<file path="config.mk">
export PLATFORM = sky130hd
export DESIGN_NAME = branch_predict_controller_flat
export DESIGN_NICKNAME = d
export VERILOG_FILES = /design/src/rtl/branch_predict_controller_if.sv /design/src/rtl/branch_predict_controller.sv /design/src/flat_wrapper.sv
export SDC_FILE = /design/constraint.sdc
export NUM_CORES = 2
export LEC_CHECK = 0
export BUFFER_PORTS_ARGS = -buffer_cell sky130_fd_sc_hd__clkbuf_2
export CAP_MARGIN = 5
export CORE_MARGIN = 2
export CORE_UTILIZATION = 25
export DETAILED_ROUTE_END_ITERATION = 10
export HOLD_SLACK_MARGIN = 0.03
export PLACE_DENSITY = 0.38
export SETUP_SLACK_MARGIN = 0.2
export SLEW_MARGIN = 20
export SYNTH_ARGS = -nofsm -noshare
export SYNTH_HDL_FRONTEND = slang
export SYNTH_SLANG_ARGS = --single-unit
</file>
<file path="constraint.sdc">
create_clock -name clk -period 9.9 [get_ports clk]
set_clock_uncertainty 0.1 [all_clocks]
set_input_delay 1.485 -clock clk [delete_from_list [all_inputs] [get_ports clk]]
set_output_delay 1.485 -clock clk [all_outputs]
set_load 0.01 [all_outputs]
</file>
<file path="src/rtl/branch_predict_controller_if.sv">
// rtl/branch_predict_controller_if.sv - pipeline-side bundle for the branch predictor
//
// Purpose: groups the fetch/decode/execute signals exchanged between the core
// pipeline and branch_predict_controller.
// Ports (signals):
//   PCF         Fetch PC                            (pipeline -> predictor)
//   StallD      hold F->D prediction register       (pipeline -> predictor)
//   FlushD      clear F->D prediction register      (pipeline -> predictor)
//   FlushE      clear D->E prediction register      (pipeline -> predictor)
//   PCE         Execute-stage PC                    (pipeline -> predictor)
//   BranchOpE   00 none, 01 jump, 10 cond, 11 none  (pipeline -> predictor)
//   PCSrcE      actual taken                        (pipeline -> predictor)
//   PCTargetE   computed target in E                (pipeline -> predictor)
//   PredTakenF  predict taken at Fetch              (predictor -> pipeline)
//   PredTargetF predicted target at Fetch           (predictor -> pipeline)
//   MispredictE prediction in E was wrong           (predictor -> pipeline)
//   RedirectSrcE 1 = fetch PCTargetE, 0 = PCE+4     (predictor -> pipeline)
// Modports: master = pipeline side, slave = predictor.
interface branch_predict_controller_if;
  logic [31:0] PCF;
  logic        StallD;
  logic        FlushD;
  logic        FlushE;
  logic [31:0] PCE;
  logic [1:0]  BranchOpE;
  logic        PCSrcE;
  logic [31:0] PCTargetE;
  logic        PredTakenF;
  logic [31:0] PredTargetF;
  logic        MispredictE;
  logic        RedirectSrcE;

  modport master (
    output PCF, StallD, FlushD, FlushE, PCE, BranchOpE, PCSrcE, PCTargetE,
    input  PredTakenF, PredTargetF, MispredictE, RedirectSrcE
  );

  modport slave (
    input  PCF, StallD, FlushD, FlushE, PCE, BranchOpE, PCSrcE, PCTargetE,
    output PredTakenF, PredTargetF, MispredictE, RedirectSrcE
  );
endinterface

</file>
<file path="src/rtl/branch_predict_controller.sv">
// rtl/branch_predict_controller.sv - fetch branch predictor and execute mispredict controller
//
// Purpose: direct-mapped table of 2-bit saturating counters plus targets,
// looked up combinationally at Fetch; the prediction rides the F->D and D->E
// registers and is checked against the resolved outcome in Execute, which
// also trains the table.
// Ports:
//   clk    core clock, rising edge
//   reset  synchronous, active-high; clears table and pipeline registers
//   bp     branch_predict_controller_if.slave (see interface header)
module branch_predict_controller #(
  parameter int INDEX_WIDTH = 6
) (
  input  logic                          clk,
  input  logic                          reset,
  branch_predict_controller_if.slave    bp
);
  localparam int DEPTH = 1 << INDEX_WIDTH;

  localparam logic [1:0] OP_JUMP = 2'b01;
  localparam logic [1:0] OP_COND = 2'b10;

  logic              valid_q  [DEPTH];
  logic              valid_d  [DEPTH];
  logic [1:0]        ctr_q    [DEPTH];
  logic [1:0]        ctr_d    [DEPTH];
  logic [31:0]       target_q [DEPTH];
  logic [31:0]       target_d [DEPTH];

  logic              pred_taken_dstg_q, pred_taken_dstg_d;
  logic [31:0]       pred_target_dstg_q, pred_target_dstg_d;
  logic              pred_taken_estg_q, pred_taken_estg_d;
  logic [31:0]       pred_target_estg_q, pred_target_estg_d;

  logic [INDEX_WIDTH-1:0] f_idx;
  logic [INDEX_WIDTH-1:0] e_idx;
  logic                   is_branch_e;

  // Only the index bits of the PCs select an entry; the rest are ignored
  // on purpose (no tags, aliasing is repaired by the mispredict path).
  logic unused_pc_bits;
  assign unused_pc_bits = ^{bp.PCF[31:INDEX_WIDTH+2], bp.PCF[1:0],
                            bp.PCE[31:INDEX_WIDTH+2], bp.PCE[1:0]};

  assign f_idx       = bp.PCF[INDEX_WIDTH+1:2];
  assign e_idx       = bp.PCE[INDEX_WIDTH+1:2];
  assign is_branch_e = (bp.BranchOpE == OP_JUMP) || (bp.BranchOpE == OP_COND);

  // Fetch lookup reads the registered table, so a same-cycle update is not
  // bypassed and only becomes visible after the edge.
  assign bp.PredTakenF  = valid_q[f_idx] & ctr_q[f_idx][1];
  assign bp.PredTargetF = target_q[f_idx];

  always_comb begin
    pred_taken_dstg_d  = pred_taken_dstg_q;
    pred_target_dstg_d = pred_target_dstg_q;
    if (!bp.StallD) begin
      if (bp.FlushD) begin
        pred_taken_dstg_d  = 1'b0;
        pred_target_dstg_d = 32'h0;
      end else begin
        pred_taken_dstg_d  = bp.PredTakenF;
        pred_target_dstg_d = bp.PredTargetF;
      end
    end

    pred_taken_estg_d  = pred_taken_dstg_q;
    pred_target_estg_d = pred_target_dstg_q;
    if (bp.FlushE) begin
      pred_taken_estg_d  = 1'b0;
      pred_target_estg_d = 32'h0;
    end
  end

  always_comb begin
    bp.MispredictE  = 1'b0;
    bp.RedirectSrcE = 1'b0;
    if (is_branch_e) begin
      if (pred_taken_estg_q != bp.PCSrcE) begin
        bp.MispredictE = 1'b1;
      end else if (pred_taken_estg_q && bp.PCSrcE &&
                   (pred_target_estg_q != bp.PCTargetE)) begin
        bp.MispredictE = 1'b1;
      end
      bp.RedirectSrcE = bp.MispredictE & bp.PCSrcE;
    end else if (pred_taken_estg_q) begin
      // A non-branch predicted taken is an alias hit: resume at PCE+4.
      bp.MispredictE = 1'b1;
    end
  end

  // Training depends only on the E-stage inputs, not on MispredictE.
  always_comb begin
    valid_d  = valid_q;
    ctr_d    = ctr_q;
    target_d = target_q;
    if (bp.BranchOpE == OP_COND) begin
      if (!valid_q[e_idx]) begin
        valid_d[e_idx]  = 1'b1;
        ctr_d[e_idx]    = bp.PCSrcE ? 2'b10 : 2'b01;
        target_d[e_idx] = bp.PCTargetE;
      end else if (bp.PCSrcE) begin
        if (ctr_q[e_idx] != 2'b11) begin
          ctr_d[e_idx] = ctr_q[e_idx] + 2'b01;
        end
        target_d[e_idx] = bp.PCTargetE;
      end else if (ctr_q[e_idx] != 2'b00) begin
        ctr_d[e_idx] = ctr_q[e_idx] - 2'b01;
      end
    end else if (bp.BranchOpE == OP_JUMP) begin
      valid_d[e_idx]  = 1'b1;
      ctr_d[e_idx]    = 2'b11;
      target_d[e_idx] = bp.PCTargetE;
    end else if (pred_taken_estg_q) begin
      valid_d[e_idx] = 1'b0;
    end
  end

  always_ff @(posedge clk) begin
    if (reset) begin
      valid_q            <= '{default: 1'b0};
      ctr_q              <= '{default: 2'b01};
      target_q           <= '{default: 32'h0};
      pred_taken_dstg_q  <= 1'b0;
      pred_target_dstg_q <= 32'h0;
      pred_taken_estg_q  <= 1'b0;
      pred_target_estg_q <= 32'h0;
    end else begin
      valid_q            <= valid_d;
      ctr_q              <= ctr_d;
      target_q           <= target_d;
      pred_taken_dstg_q  <= pred_taken_dstg_d;
      pred_target_dstg_q <= pred_target_dstg_d;
      pred_taken_estg_q  <= pred_taken_estg_d;
      pred_target_estg_q <= pred_target_estg_d;
    end
  end
endmodule

</file>
<file path="src/flat_wrapper.sv">
// flat-port wrapper written by rule: the top's interface ports become plain ports
module branch_predict_controller_flat 
#(
  parameter int INDEX_WIDTH = 6
)
  (clk, reset, bp_PCF, bp_StallD, bp_FlushD, bp_FlushE, bp_PCE, bp_BranchOpE, bp_PCSrcE, bp_PCTargetE, bp_PredTakenF, bp_PredTargetF, bp_MispredictE, bp_RedirectSrcE);
  branch_predict_controller_if bp_i ();
  input  logic clk;
  input  logic reset;
  input wire logic [$bits(bp_i.PCF)-1:0] bp_PCF;
  input wire logic [$bits(bp_i.StallD)-1:0] bp_StallD;
  input wire logic [$bits(bp_i.FlushD)-1:0] bp_FlushD;
  input wire logic [$bits(bp_i.FlushE)-1:0] bp_FlushE;
  input wire logic [$bits(bp_i.PCE)-1:0] bp_PCE;
  input wire logic [$bits(bp_i.BranchOpE)-1:0] bp_BranchOpE;
  input wire logic [$bits(bp_i.PCSrcE)-1:0] bp_PCSrcE;
  input wire logic [$bits(bp_i.PCTargetE)-1:0] bp_PCTargetE;
  output wire logic [$bits(bp_i.PredTakenF)-1:0] bp_PredTakenF;
  output wire logic [$bits(bp_i.PredTargetF)-1:0] bp_PredTargetF;
  output wire logic [$bits(bp_i.MispredictE)-1:0] bp_MispredictE;
  output wire logic [$bits(bp_i.RedirectSrcE)-1:0] bp_RedirectSrcE;
  assign bp_i.PCF = bp_PCF;
  assign bp_i.StallD = bp_StallD;
  assign bp_i.FlushD = bp_FlushD;
  assign bp_i.FlushE = bp_FlushE;
  assign bp_i.PCE = bp_PCE;
  assign bp_i.BranchOpE = bp_BranchOpE;
  assign bp_i.PCSrcE = bp_PCSrcE;
  assign bp_i.PCTargetE = bp_PCTargetE;
  assign bp_PredTakenF = bp_i.PredTakenF;
  assign bp_PredTargetF = bp_i.PredTargetF;
  assign bp_MispredictE = bp_i.MispredictE;
  assign bp_RedirectSrcE = bp_i.RedirectSrcE;
  branch_predict_controller #(.INDEX_WIDTH(INDEX_WIDTH)) u_core (.clk(clk), .reset(reset), .bp(bp_i));
endmodule
</file>
==> out/results.ini <==
[sta]
tightest_slew_ns = 1.17
rsz0062_at_grt = no
slew_headroom = 0.219
fin_tns_setup_ns = 0
max_freq_mhz = 142
fin_crit_sh = 0.712
hold_viol = 0
drv_slew = 0
setup_violations = 0
min_period_ns = 7.05

[clocking]
clock_sinks = 2306
h-tree-depth = 5
clockBufferDepth = 4
cts-resized-gates = 0
cts_tree = built
cts_buffers = 291
clk_latency_ns = 0.93
cts-root-buf = clkbuf_16
cts_setup_buffers = 0
clk_pin_slew_ns = 0.05
hold_buffers = 0

[finish]
most-common-layout-cells = dfxtp_1, mux2i_1, nand2b_1
final_layout_size_suffix_gt1_frac = 0.175
fin_area_um2 = 123000
final_nets = 9041
final_common_cell = dfxtp_1
synthToLayoutAreaGrowth_pct = 12.4

[detailed_routing]
drc = 0
avgViaCountPerCell = 4.76
ant_nets = 0
dr.pass1.iters = 8
drt_iter0_markers = 4813
vias = 70864
wire_per_inst_um = 26.5
totalWireLength_um = 394000

[die]
die_h_um = 664
rows = 242
die_w_um = 664
die_area_um2 = 441000
ios = 139
coreArea_um2 = 435000
start_util = 0.251

[pwr]
p_int_mw = 16.0
power_frac_comb = 0.054
total_leakage_power_nw = 53.8
peakVddDrop_v = 0.000108
p_per_area_nw_per_um2 = 173
p_sw_mw = 5.16
clkPwrFrac = 0.504
power_frac_seq = 0.441
sw_frac_of_total = 0.244

[worst_setup_path]
cp_data_arrival_time_ns = 5.46
crit_chain = buf_8 > buf_4 > mux4_2 > mux4_2 > mux2i_1 > o21ai_0 > clkbuf_2
crit_path_start_kind = input pin
required_ns = 8.32
crit_path_max_fanout = 48
critPathCaptureType = output port
path_buf_inv = 3
crit_slowest_cell = buf_4
worst-setup-path-type = input pin to output port
r2r_start = u_core.ctr_q[22]
startpoint = bp_PCF[2]
path_common_cell = mux4_2
slowest_delay_ns = 0.73
critPathTopFamily = multiplexers

[place]
gp_congestion = 0.758
dp_hpwl_um = 227000
dpl-instance-area_um2 = 113000
io_buffers = 86

[synthesis]
synth_nets = 9441
syn_area_um2 = 109000
avgSynthCellArea_um2 = 11.7
synth-seq-area-share = 0.423
synthFlopType = dfxtp_1
ys_ff_latch = 2306
synth_edf_count = 0
yosys_warnings = 0
synthArstFlopShare = 0
synthCells = 9332
synth_cell_types = 73

[grt]
grt_max_degree = 240
grt_pass1_wl_um = 560000
grt_pass1_vias = 72927
grt_util_all_layers = 0.174
antenna_found_initial = 19
overflow = 0

[hold_path]
min_path_type = flip-flop to flip-flop
hold_start = u_core.pred_target_dstg_q[0]

[job]
drv_cap = 0

[run_status]
run_status = finished clean

## synth_stat cells (all sizes together), types with 23 or more instances
master  count  area [um2]
and2       37         234
mux2i    2075       20800
a21oi      72         589
a22o       37         324
clkbuf    609        2290
nand2     125         469
a22oi      28         210
a211oi    132        1000
o21ai     180         912
mux2       23         263
nand2b   2084       13000
o32ai      64         561
nor2b      71         444
nand3     168        1600
xor2       32         280
buf       340        3010
mux4      681       15300
dfxtp    2306       46200
inv        71         267
nor2       73         274
## stage by stage
stage | setup WS, ns | total power, mW | util | hold slack, ns | cells
floorplan | 4.27 | 10.3 | - | 0.331 | 9332
global placement | 2.52 | 10.7 | 0.260 | 0.340 | 14373
detailed placement | 2.51 | 10.7 | 0.260 | 0.342 | 14373
CTS | 2.87 | 21.5 | 0.282 | 0.352 | 14883
global route | 2.73 | 21.9 | 0.282 | 0.370 | 14885
finish | 2.85 | 21.2 | 0.282 | 0.352 | 14893
## flip-flops by register name, indices dropped and copies added, names as in the netlist, named ones only
register and flops:
u_core.pred_target_estg_q 32, u_core.pred_taken_estg_q 1, u_core.pred_taken_dstg_q 1, u_core.ctr_q 128
u_core.target_q 2048, u_core.pred_target_dstg_q 32
## area by class of cell
type | instances | area, um2
Fill cell | 44096 | 312000
Multi-Input combinational cell | 5993 | 57500
Sequential cell | 2306 | 46200
Clock buffer | 433 | 8580
Tap cell | 5734 | 7170
Timing Repair Buffer | 269 | 2040
Clock inverter | 77 | 813
Inverter | 71 | 267
Antenna cell | 10 | 25.0
## cell families after synthesis
family | share of synthesized area
muxes | 0.334
and+or+nand+nor | 0.151
DFF | 0.423
buffers and inverters | 0.0521
AOI/OAI and AO/OA | 0.0371
xor gates and xnor gates | 0.00257
adders and majority gates | 0.000574
## worst paths after layout
| check | cells after the start | slack [ns] | to |
|---|---|---|---|
| worst min register to register | 1 | 0.35 | u_core.pred_target_estg_q[0] |
| worst max register to register | 13 | 4.87 | u_core.ctr_q[18] |
| worst max-delay path | 7 | 2.85 | bp_PredTargetF[2] |
| worst min-delay path | 1 | 0.35 | u_core.pred_target_estg_q[0] |
## routing by layer
| layer | global-route usage | up-vias | wire [um] |
|---|---|---|---|
| met3 | 0.0241 | 431 | 16000 |
| met4 | 0.0432 | 2 | 10100 |
| li1 | - | 32144 | - |
| met5 | 0 | - | 13 |
| met2 | 0.287 | 1367 | 185000 |
| met1 | 0.240 | 36920 | 184000 |
## power by group through the flow
| stage | sequential, mW | combinational [mW] | clock, mW |
|---|---|---|---|
| 2_1_floorplan | 9.53 | 0.784 | 0 |
| 3_3_place_gp | 9.54 | 1.16 | 0 |
| 3_5_place_dp | 9.54 | 1.17 | 0 |
| 4_1_cts | 9.33 | 1.17 | 11.0 |
| 5_1_grt | 9.33 | 1.22 | 11.4 |
| 6_report | 9.34 | 1.15 | 10.7 |
No activity file was read; power rests on OpenSTA's default activity.
